File: config.mk
export PLATFORM = sky130hd
export DESIGN_NAME = vcd_change_logger
export DESIGN_NICKNAME = d
export VERILOG_FILES = /design/src/rtl/vcd_change_logger.sv
export SDC_FILE = /design/constraint.sdc
export NUM_CORES = 1
export LEC_CHECK = 0
export ABC_AREA = 1
export CORE_ASPECT_RATIO = 1.75
export CORE_MARGIN = 1.5
export CORE_UTILIZATION = 54
export CTS_CLUSTER_SIZE = 40
export DETAILED_ROUTE_END_ITERATION = 8
export PLACE_DENSITY = 0.76
export SLEW_MARGIN = 40
export SYNTH_ARGS = -nofsm -noshare
export SYNTH_HDL_FRONTEND = slang
export SYNTH_SLANG_ARGS = --single-unit
File: constraint.sdc
create_clock -name clk -period 2.4 [get_ports clk]
set_input_delay 0.36 -clock clk [delete_from_list [all_inputs] [get_ports clk]]
set_output_delay 0.36 -clock clk [all_outputs]
set_load 0.05 [all_outputs]
File: src/rtl/vcd_change_logger.sv
// rtl/vcd_change_logger.sv - value-change logger: timestamps bus changes into a drainable FIFO
module vcd_change_logger #(
  parameter int DATA_W = 8,
  parameter int TS_W   = 16,
  parameter int DEPTH  = 8,
  localparam int CW    = $clog2(DEPTH) + 1
) (
  input  logic              clk,
  input  logic              rstn,
  input  logic              en,
  input  logic [DATA_W-1:0] din,
  output logic              out_valid,
  input  logic              out_ready,
  output logic [DATA_W-1:0] out_data,
  output logic [TS_W-1:0]   out_ts,
  output logic [CW-1:0]     count,
  output logic              overflow,
  output logic [7:0]        drop_cnt,
  input  logic              clr_ovf
);
  localparam int AW = $clog2(DEPTH);

  logic [TS_W-1:0]        ts_q;
  logic [DATA_W-1:0]      prev_q;
  logic [TS_W+DATA_W-1:0] mem [DEPTH];
  logic [AW-1:0]          rd_ptr;
  logic [AW-1:0]          wr_ptr;
  logic [CW-1:0]          count_q;

  logic change;
  logic pop;
  logic full;
  logic push;
  logic drop;

  assign change = en && (din != prev_q);
  assign pop    = out_valid && out_ready;
  assign full   = (count_q == CW'(DEPTH));
  // A pop on the same edge frees the slot, so a full FIFO still accepts the push.
  assign push   = change && (!full || pop);
  assign drop   = change && full && !pop;

  always_ff @(posedge clk or negedge rstn) begin
    if (!rstn) begin
      ts_q     <= '0;
      prev_q   <= '0;
      rd_ptr   <= '0;
      wr_ptr   <= '0;
      count_q  <= '0;
      overflow <= 1'b0;
      drop_cnt <= 8'd0;
    end else begin
      if (en) begin
        ts_q   <= ts_q + 1'b1;
        prev_q <= din;
      end
      if (push) wr_ptr <= wr_ptr + 1'b1;
      if (pop)  rd_ptr <= rd_ptr + 1'b1;
      case ({push, pop})
        2'b10:   count_q <= count_q + 1'b1;
        2'b01:   count_q <= count_q - 1'b1;
        default: count_q <= count_q;
      endcase
      // A drop on the same edge as a clear takes priority.
      if (drop) begin
        overflow <= 1'b1;
        if (clr_ovf)               drop_cnt <= 8'd1;
        else if (drop_cnt != 8'hFF) drop_cnt <= drop_cnt + 8'd1;
      end else if (clr_ovf) begin
        overflow <= 1'b0;
        drop_cnt <= 8'd0;
      end
    end
  end

  always_ff @(posedge clk) begin
    if (push) mem[wr_ptr] <= {ts_q, din};
  end

  assign out_valid         = (count_q != '0);
  assign count             = count_q;
  assign {out_ts, out_data} = out_valid ? mem[rd_ptr] : '0;

endmodule

# Word level (Yosys, flattened, before mapping)
# Memories as Yosys holds them, arrays and structs flattened.
# Index checks and enable logic that the tools add are counted.
classes:
  div: 0
  bitwise: 0
  n_reduce_logical: 13
  eq_ne: 5
  addsub: 6
  n_mux: 10
  shifts: 0
  multipliers: 0
  order_cmp: 0
op_table:
  columns: ["operator", "count"]
  rows:
  - ["2-to-1 mux 8 bit", 4]
  - ["2-to-1 mux 24 bit", 1]
  - ["adder 16 x 1 -> 16 bit, second input constant", 1]
  - ["adder 8 x 1 -> 8 bit, second input constant", 1]
  - ["inequality test 8 bit", 1]
  - ["inequality test 8 bit, second input constant", 1]
  - ["case mux 4 bit (2 select lines)", 1]
  - ["adder 3 x 1 -> 3 bit, second input constant", 2]
  - ["nonzero test 2 bit", 3]
  - ["logical AND 1 bit", 5]
  - ["adder 4 x 1 -> 4 bit, second input constant", 1]
  - ["equality test 4 bit, second input constant", 1]
  - ["2-to-1 mux 1 bit", 4]
  - ["nonzero test 4 bit", 1]
  - ["subtractor 4 x 1 -> 4 bit, second input constant", 1]
  - ["equality test 2 x 1 -> 1 bit, second input constant", 1]
  - ["equality test 2 bit, second input constant", 1]
  - ["zero test 1 bit", 2]
  - ["AND reduction 2 bit", 1]
  - ["logical OR 1 bit", 1]
totals:
  wordCells: 42
  register_bits: 43
  memories: 1
  romBits: 0
  input_bits: 13
  latch_bits: 0
  ramBits: 192
  output_inout_bits: 38
memory_table:
  columns: ["name", "words", "width", "read_ports", "rd_clocked_by_memory_dff", "write_ports", "line", "text"]
  rows:
  - ["mem", 8, 24, 1, 0, 1, "25", "logic [TS_W+DATA_W-1:0] mem [DEPTH];"]

# Depth between registers and ports, before layout
# Gate-level depths: netlist of run 1.
depth:
  depth_word: 6
  mapped_depth: 18
  ltp_nobuf: 18

# Worst setup path after synthesis of run 1
# OpenSTA, ideal clock, no wires.
synth_timing:
  path_kind: "register -> register"
  startpoint: "reg count_q[0], in the netlist count[0]"
  endpoint: "mem mem[0][0] (netlist name) (enable)"
  n_path_buf: 0
  setup_slack_ns: -0.558
  t_required_ns: 1.995
  stages_incl_launch_ff: 8
  synth_period_minus_slack_ns: 2.958
  setup_ns: 0.405
  arrival_ns: 2.553
  cell_sequence: "dfrtp_1 nor2_1 nand3_1 inv_1 nor2_4 inv_2 or2_1 nor2_1"
synth_between:
  elab_chain_cells: 6
synth_rtl:
  columns: ["item", "line", "text"]
  rows:
  - ["from (decl)", "28", "logic [CW-1:0] count_q;"]
  - ["from (signal assigned)", "60", "2'b10: count_q <= count_q + 1'b1;"]
  - ["from (signal assigned)", "61", "2'b01: count_q <= count_q - 1'b1;"]
  - ["from (signal assigned)", "62", "default: count_q <= count_q;"]
  - ["equality test 4 bit or nonzero test 4 bit (tied branches)", "38, 80", null]
  - ["zero test 1 bit or logical AND 1 bit (tied branches)", "40, 37", null]
  - ["logical OR 1 bit *", "40", "assign push = change && (!full || pop);"]
  - ["logical AND 1 bit *", "40", null]
  - ["2-to-1 mux 1 bit *", "77", "if (push) mem[wr_ptr] <= {ts_q, din};"]
  - ["2-to-1 mux 1 bit (not written as such) *", "77", null]
  - ["to (decl)", "25", null]
# Mark *: on every way between the ends. The rest lies on a longest branch, timed or not.

# Worst setup path in the final report of run 1
layout_timing:
  startpoint: "reg rd_ptr[0]"
  endpoint: "out out_data[0]"
layout_between:
  elab_chain_cells: 2
layout_rtl:
  columns: ["item", "line", "text"]
  rows:
  - ["from (decl)", "26", "logic [AW-1:0] rd_ptr;"]
  - ["from (signal assigned)", "58", "if (pop) rd_ptr <= rd_ptr + 1'b1;"]
  - ["memory (8 x 24 bit)", null, null]
  - ["2-to-1 mux 24 bit", "82", "assign {out_ts, out_data} = out_valid ? mem[rd_ptr] : '0;"]
  - ["to (decl)", "14", "output logic [DATA_W-1:0] out_data,"]
# Every way passes these cells.

==> impl_metrics.py, run 1 <==
metrics = {
    "place": {
        "gp_congestion": 0.779,
        "io_buffers": 50,
        "dp_hpwl_um": 13400,
        "dpl_cell_area_um2": 11200,
    },
    "drt": {
        "ant_nets": 0,
        "firstDrtPassIters": 6,
        "viasPerCell": 5.98,
        "drcViolationCount": 0,
        "finalWirelength_um": 25200,
        "drtIter0Drc": 718,
        "vias": 6899,
        "wire_per_inst_um": 21.9,
    },
    "yosys": {
        "synth_edf_count": 192,
        "syn-num-nets": 834,
        "syn_area_um2": 9650,
        "ys_seq_area_frac": 0.709,
        "synth_warnings": 0,
        "ys_ff_latch": 235,
        "syn_inst": 814,
        "synth_ff_type": "edfxtp_1",
        "async_flop_share": 0.183,
        "yosysUniqueCellTypes": 29,
        "synth.avg_cell_area_um2": 11.9,
    },
    "power_and_ir_drop": {
        "powerDensity_nw_per_um2": 1470,
        "p_leak_nw": 4.62,
        "vdd_ir_drop_max_mv": 1.13,
    },
    "die": {
        "core_area_um2": 17500,
        "start_util": 0.553,
        "num_rows": 64,
        "die-area_um2": 18700,
        "io_pins": 51,
        "fp.dieW_um": 104,
        "die_height_um": 180,
    },
    "timing": {
        "drv_slew": 0,
        "fmaxAchievable_mhz": 385,
        "whs_ns": 0.461,
        "skew_ns": 0.0102,
        "rsz0062_at_grt": "yes",
        "worstMarginPinSlew_ns": 0.588,
        "finalCritPeriodShare": 1.08,
        "min_period_ns": 2.60,
        "setup_viol_count_final": 24,
        "max-slew-margin-rel": 0.608,
        "final.setup.worst_slack_ns": -0.200,
        "finalHoldViolations": 0,
    },
    "layout": {
        "nNetsFinal": 930,
        "n_fill_cell": 1106,
        "num_antenna_cells": 0,
        "drive_gt1_frac": 0.238,
        "fin_area_um2": 12600,
        "area_growth_pct": 30.3,
    },
    "global_route": {
        "grt_pass1_vias": 6899,
        "grt_pass1_wl_um": 37100,
        "grt_usage": 0.257,
        "grt_max_degree": 50,
        "grt_antenna_before_repair": 0,
        "grt_overflow": 0,
    },
    "worst_setup_path": {
        "cpMaxStageDelayCell": "dfrtp_4",
        "path_cells": "buf_16 -> o21ai_0 -> o22ai_1 -> o21ai_1 -> a31oi_2 -> buf_12",
        "cp-end-kind": "output pin",
        "crit_type": "reg -> out",
        "startpoint_type": "register",
        "max_stage_delay_ns": 0.55,
        "worstPathRequired_ns": 2.04,
        "cp.arrival_ns": 2.24,
        "crit_fanout": 25,
    },
    "clock_network": {
        "cts_tree": "done",
        "cts_buffer_depth": 3,
        "cts_buffers": 20,
        "clk_latency_ns": 0.50,
        "clk_pin_slew_ns": 0.06,
        "clock_sinks": 235,
        "htreeDepth": 1,
        "ctsRootBufferMaster": "clkbuf_16",
    },
    "job": {
        "max_cap_viol_count": 0,
    },
    "run_status": {
        "outcome": "finished, violations left",
        "violations": "setup timing",
    },
    "min_path": {
        "worstHoldPathType": "in -> async",
    },
}
-- cells by family (layout without fill, tap and decap cells) --
| logic type | after synthesis | count (layout) | synth area share |
|---|---|---|---|
| buffers and inverters | 80 | 189 | 0.0332 |
| adders and majority gates | 7 | 7 | 0.00985 |
| xor gates and xnor gates | 24 | 24 | 0.0218 |
| and+or+nand+nor | 281 | 281 | 0.122 |
| AOI/OAI and AO/OA | 187 | 187 | 0.104 |
| DFF | 235 | 235 | 0.709 |
-- what timing repair did --
action | in CTS | in global routing
gates cloned | 7 | 4
pin swaps | 19 | 35
endpoints found under the setup margin | 24 | 25
buffers inserted | 3 | 5
hold buffers | 1 | 0
hold endpoints to repair | 43 | 0
resized for setup | 49 | 93
-- through the flow --
stage | TNS [ns] | setup slack (ns) | total power [mW] | util | std cells
6_report | -1.89 | -0.200 | 18.5 | 0.720 | 1154
5_1_grt | -3.10 | -0.284 | 19.1 | 0.720 | 1154
4_1_cts | -1.91 | -0.117 | 17.6 | 0.701 | 1145
3_5_place_dp | -26.51 | -0.324 | 13.3 | 0.640 | 1099
3_3_place_gp | -18.63 | -0.228 | 13.2 | 0.640 | 1099
2_1_floorplan | -28.12 | -0.293 | 9.84 | - | 814
-- cells in the final DEF (no fill, tap or decap), types with 3 or more instances in the layout --
cell type and count:
buf_12 41, edfxtp_1 192, o22ai_2 14, o21ai_2 10, inv_1 34, nor2_4 8
xor2_1 13, o21ai_0 66, nand2_1 78, clkinv_2 4, nor2_1 145, buf_16 8
dfrtp_2 4, o21ai_1 58, dfrtp_1 38, clkdlybuf4s50_1 24, nand2_2 4, bufinv_16 3
ha_1 6, nor2_2 19, xnor2_1 11, nand4_1 5, clkbuf_8 3, o22ai_1 10
a31oi_2 22, buf_4 32, nand3_1 15, clkbuf_16 25
-- path summary, 6_finish.rpt --
kind,startpoint,to,slack (ns),cells after the start
setup / recovery,rd_ptr[0],out_data[0],-0.20,6
hold / removal,rstn,prev_q[4],0.46,3
max in group asynchronous,rstn,rd_ptr[0],1.50,3
min in group clk,prev_q[3],prev_q[3],0.50,2
setup reg to reg,prev_q[6],mem[6][15],0.19,11
hold reg to reg,prev_q[3],prev_q[3],0.50,2
-- critical path, delay by kind of cell (launching register included) --
| family | cells | cell delay (ns) |
|---|---|---|
| flops | 1 | 0.55 |
| compound gates | 4 | 0.79 |
| buf+inv | 2 | 0.38 |
-- layout make-up --
class                      count  area, um^2  area share
sequential                   235        6850       0.545
timing repair buffer         115        1690       0.134
tap                          231         289      0.0230
clock inverter                 9         129      0.0103
inverter                      39         163      0.0129
clock buffer                  26         574      0.0457
multi-input combinational    499        2880       0.229
-- Yosys cell counts (4+ instances only) --
library cell  number  area [um^2]
edfxtp_1         192         5770
nor2_1           169          634
o21ai_0          130          651
nand2_1           78          293
dfrtp_1           43         1080
inv_1             36          135
clkbuf_1          31          116
a31oi_1           26          163
o22ai_1           24          150
nand3_1           15         75.1
xor2_1            13          114
xnor2_1           11         96.3
buf_2              7         35.0
ha_1               6         75.1
nand4_1            5         31.3
o21ai_1            5         25.0
nand2_2            4         25.0
-- report_power, final --
group	internal, mW	leakage, nW	total [mW]	switching [mW]
clock network	2.02	0.341	3.45	1.43
registers	5.12	2.29	5.59	0.463
logic	3.96	1.99	9.44	5.48
-- sequential cells by signal (all words and copies together) (netlist names) --
name and flops:
rd_ptr 3, mem 192, drop_cnt 8, count 4
ts_q 16, overflow 1, prev_q 8, wr_ptr 3
-- layer usage --
metal	part of all wire	up-vias	routed length [um]	GRT usage
met2	0.53	386	13400	0.452
met3	0.078	73	1980	0.0348
met1	0.36	3375	9010	0.319
met5	0	-	0	0
met4	0.034	0	860	0.105
li1	-	3065	-	-
(Power assumes the default switching activity.)
==> run 2: changes to the inputs <==
- CORE_MARGIN: 1.5 -> 2
==> run 2 against run 1 <==
  * The flow still finishes with violations (setup timing)
  * Count of clock-buffer cells in the layout increased by 5
  * Clock skew increased by 0.0024 ns
  * Register-to-register slack about the same
  * Sequential share of layout area decreased by 0.23 points
  * First-iteration DRC count increased by 2.6%
  * Clock power decreased by 6.7%
  * Die area increased by 1.5%
  * Via count increased by 0.33%
  * Flip-flop and latch count unchanged
  * Worst hold slack got worse by 0.17 ns
  * Cell area increased by 0.39%
  * Sequential power about the same
  * Critical path type unchanged
  * Critical endpoint is now out_data[6]
  * Largest cell class unchanged
==> impl_metrics.py, run 2 (same netlist as run 1, synthesis figures left out) <==
metrics = {
    "layout": {
        "largest_reg_flops": 192,
        "fin_area_um2": 12600,
        "drive_gt1_frac": 0.225,
        "num_antenna_cells": 0,
        "area_growth_pct": 30.8,
        "utilization": 0.720,
        "largestRegisters": "mem (192), ts_q (16)",
        "fin_cells": 1161,
        "final_cell_mix": "edfxtp_1, nor2_1, nand2_1",
        "nNetsFinal": 936,
        "final_common_cell": "edfxtp_1",
        "regMostFlops": "mem",
    },
    "run_status": {
        "violations": "setup timing",
        "outcome": "finished, violations left",
    },
    "drt": {
        "vias": 6922,
        "drtIter0Drc": 737,
        "drcViolationCount": 0,
        "viasPerCell": 5.96,
        "firstDrtPassIters": 7,
        "ant_nets": 0,
        "wire_per_inst_um": 22.1,
        "finalWirelength_um": 25700,
    },
    "global_route": {
        "grt_max_degree": 29,
        "grt_antenna_before_repair": 0,
        "grt_overflow": 0,
        "grt_pass1_vias": 6890,
        "grt_pass1_wl_um": 37700,
        "grt_usage": 0.258,
    },
    "die": {
        "die_height_um": 181,
        "die-area_um2": 19000,
        "fp.dieW_um": 105,
        "num_rows": 64,
        "start_util": 0.550,
        "io_pins": 51,
        "core_area_um2": 17500,
    },
    "timing": {
        "final.setup.worst_slack_ns": -0.213,
        "finalCritPeriodShare": 1.09,
        "setup_tns_ns": -2.52,
        "max-slew-margin-rel": 0.642,
        "finalHoldViolations": 0,
        "rsz0062_at_grt": "yes",
        "min_period_ns": 2.61,
        "setup_viol_count_final": 24,
        "worstMarginPinSlew_ns": 0.537,
        "fmaxAchievable_mhz": 383,
        "whs_ns": 0.293,
        "drv_slew": 0,
        "skew_ns": 0.0126,
    },
    "worst_setup_path": {
        "crit_top_cell": "buf_12",
        "critPathTopFamily": "compound AO/OA/AOI/OAI gates",
        "crit_fanout": 6,
        "path_cells": "buf_12 -> buf_12 -> clkbuf_16 -> o21ai_1 -> o22ai_1 -> o21ai_1 -> a31oi_2 -> buf_12",
        "cpMaxStageDelayCell": "dfrtp_2",
        "worst-path-buf-inv": 4,
        "worstPathRequired_ns": 2.04,
        "r2r-end": "mem[1][4]",
        "timing.rr.start": "prev_q[6]",
        "cp-end-kind": "output pin",
        "startpoint_type": "register",
        "max_stage_delay_ns": 0.46,
        "crit_type": "reg -> out",
        "cp.arrival_ns": 2.25,
        "worstRegToRegCells": 11,
        "ff2ff_setup_slack_ns": 0.19,
    },
    "power_and_ir_drop": {
        "p_comb_frac": 0.527,
        "internal_power_mw": 11.2,
        "switching_share": 0.397,
        "p_leak_nw": 4.67,
        "pwr-share-seq": 0.300,
        "totalPowerFinal_mw": 18.6,
        "powerDensity_nw_per_um2": 1470,
        "clock_power_share": 0.174,
        "p_switching_mw": 7.36,
        "vdd_ir_drop_max_mv": 1.10,
    },
    "place": {
        "dpl_worst_slack_ns": -0.280,
        "dpl_cell_area_um2": 11100,
        "gp_congestion": 0.826,
        "dp_hpwl_um": 13100,
        "io_buffers": 50,
        "dp.cells": 1099,
    },
    "clock_network": {
        "cts_buffer_depth": 3,
        "ctsRootBufferMaster": "clkbuf_16",
        "cts_buffers": 20,
        "clk_latency_ns": 0.51,
        "htreeDepth": 1,
        "clk_pin_slew_ns": 0.07,
        "cts_tree": "done",
        "clock_sinks": 235,
    },
    "min_path": {
        "worstHoldPathType": "in -> async",
    },
    "job": {
        "max_cap_viol_count": 0,
    },
}
[run 2: cell types whose count changed in the layout (fill, tap and decap cells not counted), sizes merged, moves of 3 or more]
cell    previous run  this run
clkbuf            30        35
clkinv             6         3
bufbuf             0         4
inv               37        40
[run 2: power by group through the flow]
stage / Sequential (mW) / Clock [mW] / Combinational, mW
final: 5.56 / 3.22 / 9.78
after CTS: 5.49 / 3.21 / 8.97
after global routing: 5.61 / 3.38 / 10.2
after detailed placement: 5.57 / 0 / 7.61
after global placement: 5.54 / 0 / 7.54
after floorplan: 5.57 / 0 / 4.27
[run 2: how the worst max path moves through the flow]
stage	start	end	slack, ns	cells past startpoint
after floorplan	count[3]	mem[1][0]	-0.29	7
after global placement	din[7]	count[3]	-0.22	17
after detailed placement	din[6]	count[3]	-0.28	16
after CTS	rd_ptr[0]	out_ts[1]	-0.10	8
after global routing	rd_ptr[0]	out_data[6]	-0.23	8
final	rd_ptr[0]	out_data[6]	-0.21	8
[run 2: layout make-up]
type,count,area [um^2]
multi-input combinational,499,2870
inverter,39,156
timing repair buffer,121,1820
fill,1072,4920
sequential,235,6850
tap,231,289
clock inverter,5,50.0
clock buffer,31,583
[run 2: layer usage]
layer	share of wire	up-vias	global-route usage
met5	0	-	0
met4	0.028	0	0.102
met3	0.071	57	0.0325
met2	0.54	348	0.450
met1	0.36	3435	0.326
li1	-	3082	-
[run 2: timing repair]
| action | in CTS | in global routing |
|---|---|---|
| hold endpoints to repair | 11 | 0 |
| hold buffers | 1 | 0 |
| resized for setup | 50 | 78 |
| endpoints found under the setup margin | 24 | 25 |
| cloned | 10 | 4 |
| buffers inserted | 8 | 5 |
| pin swaps | 14 | 39 |
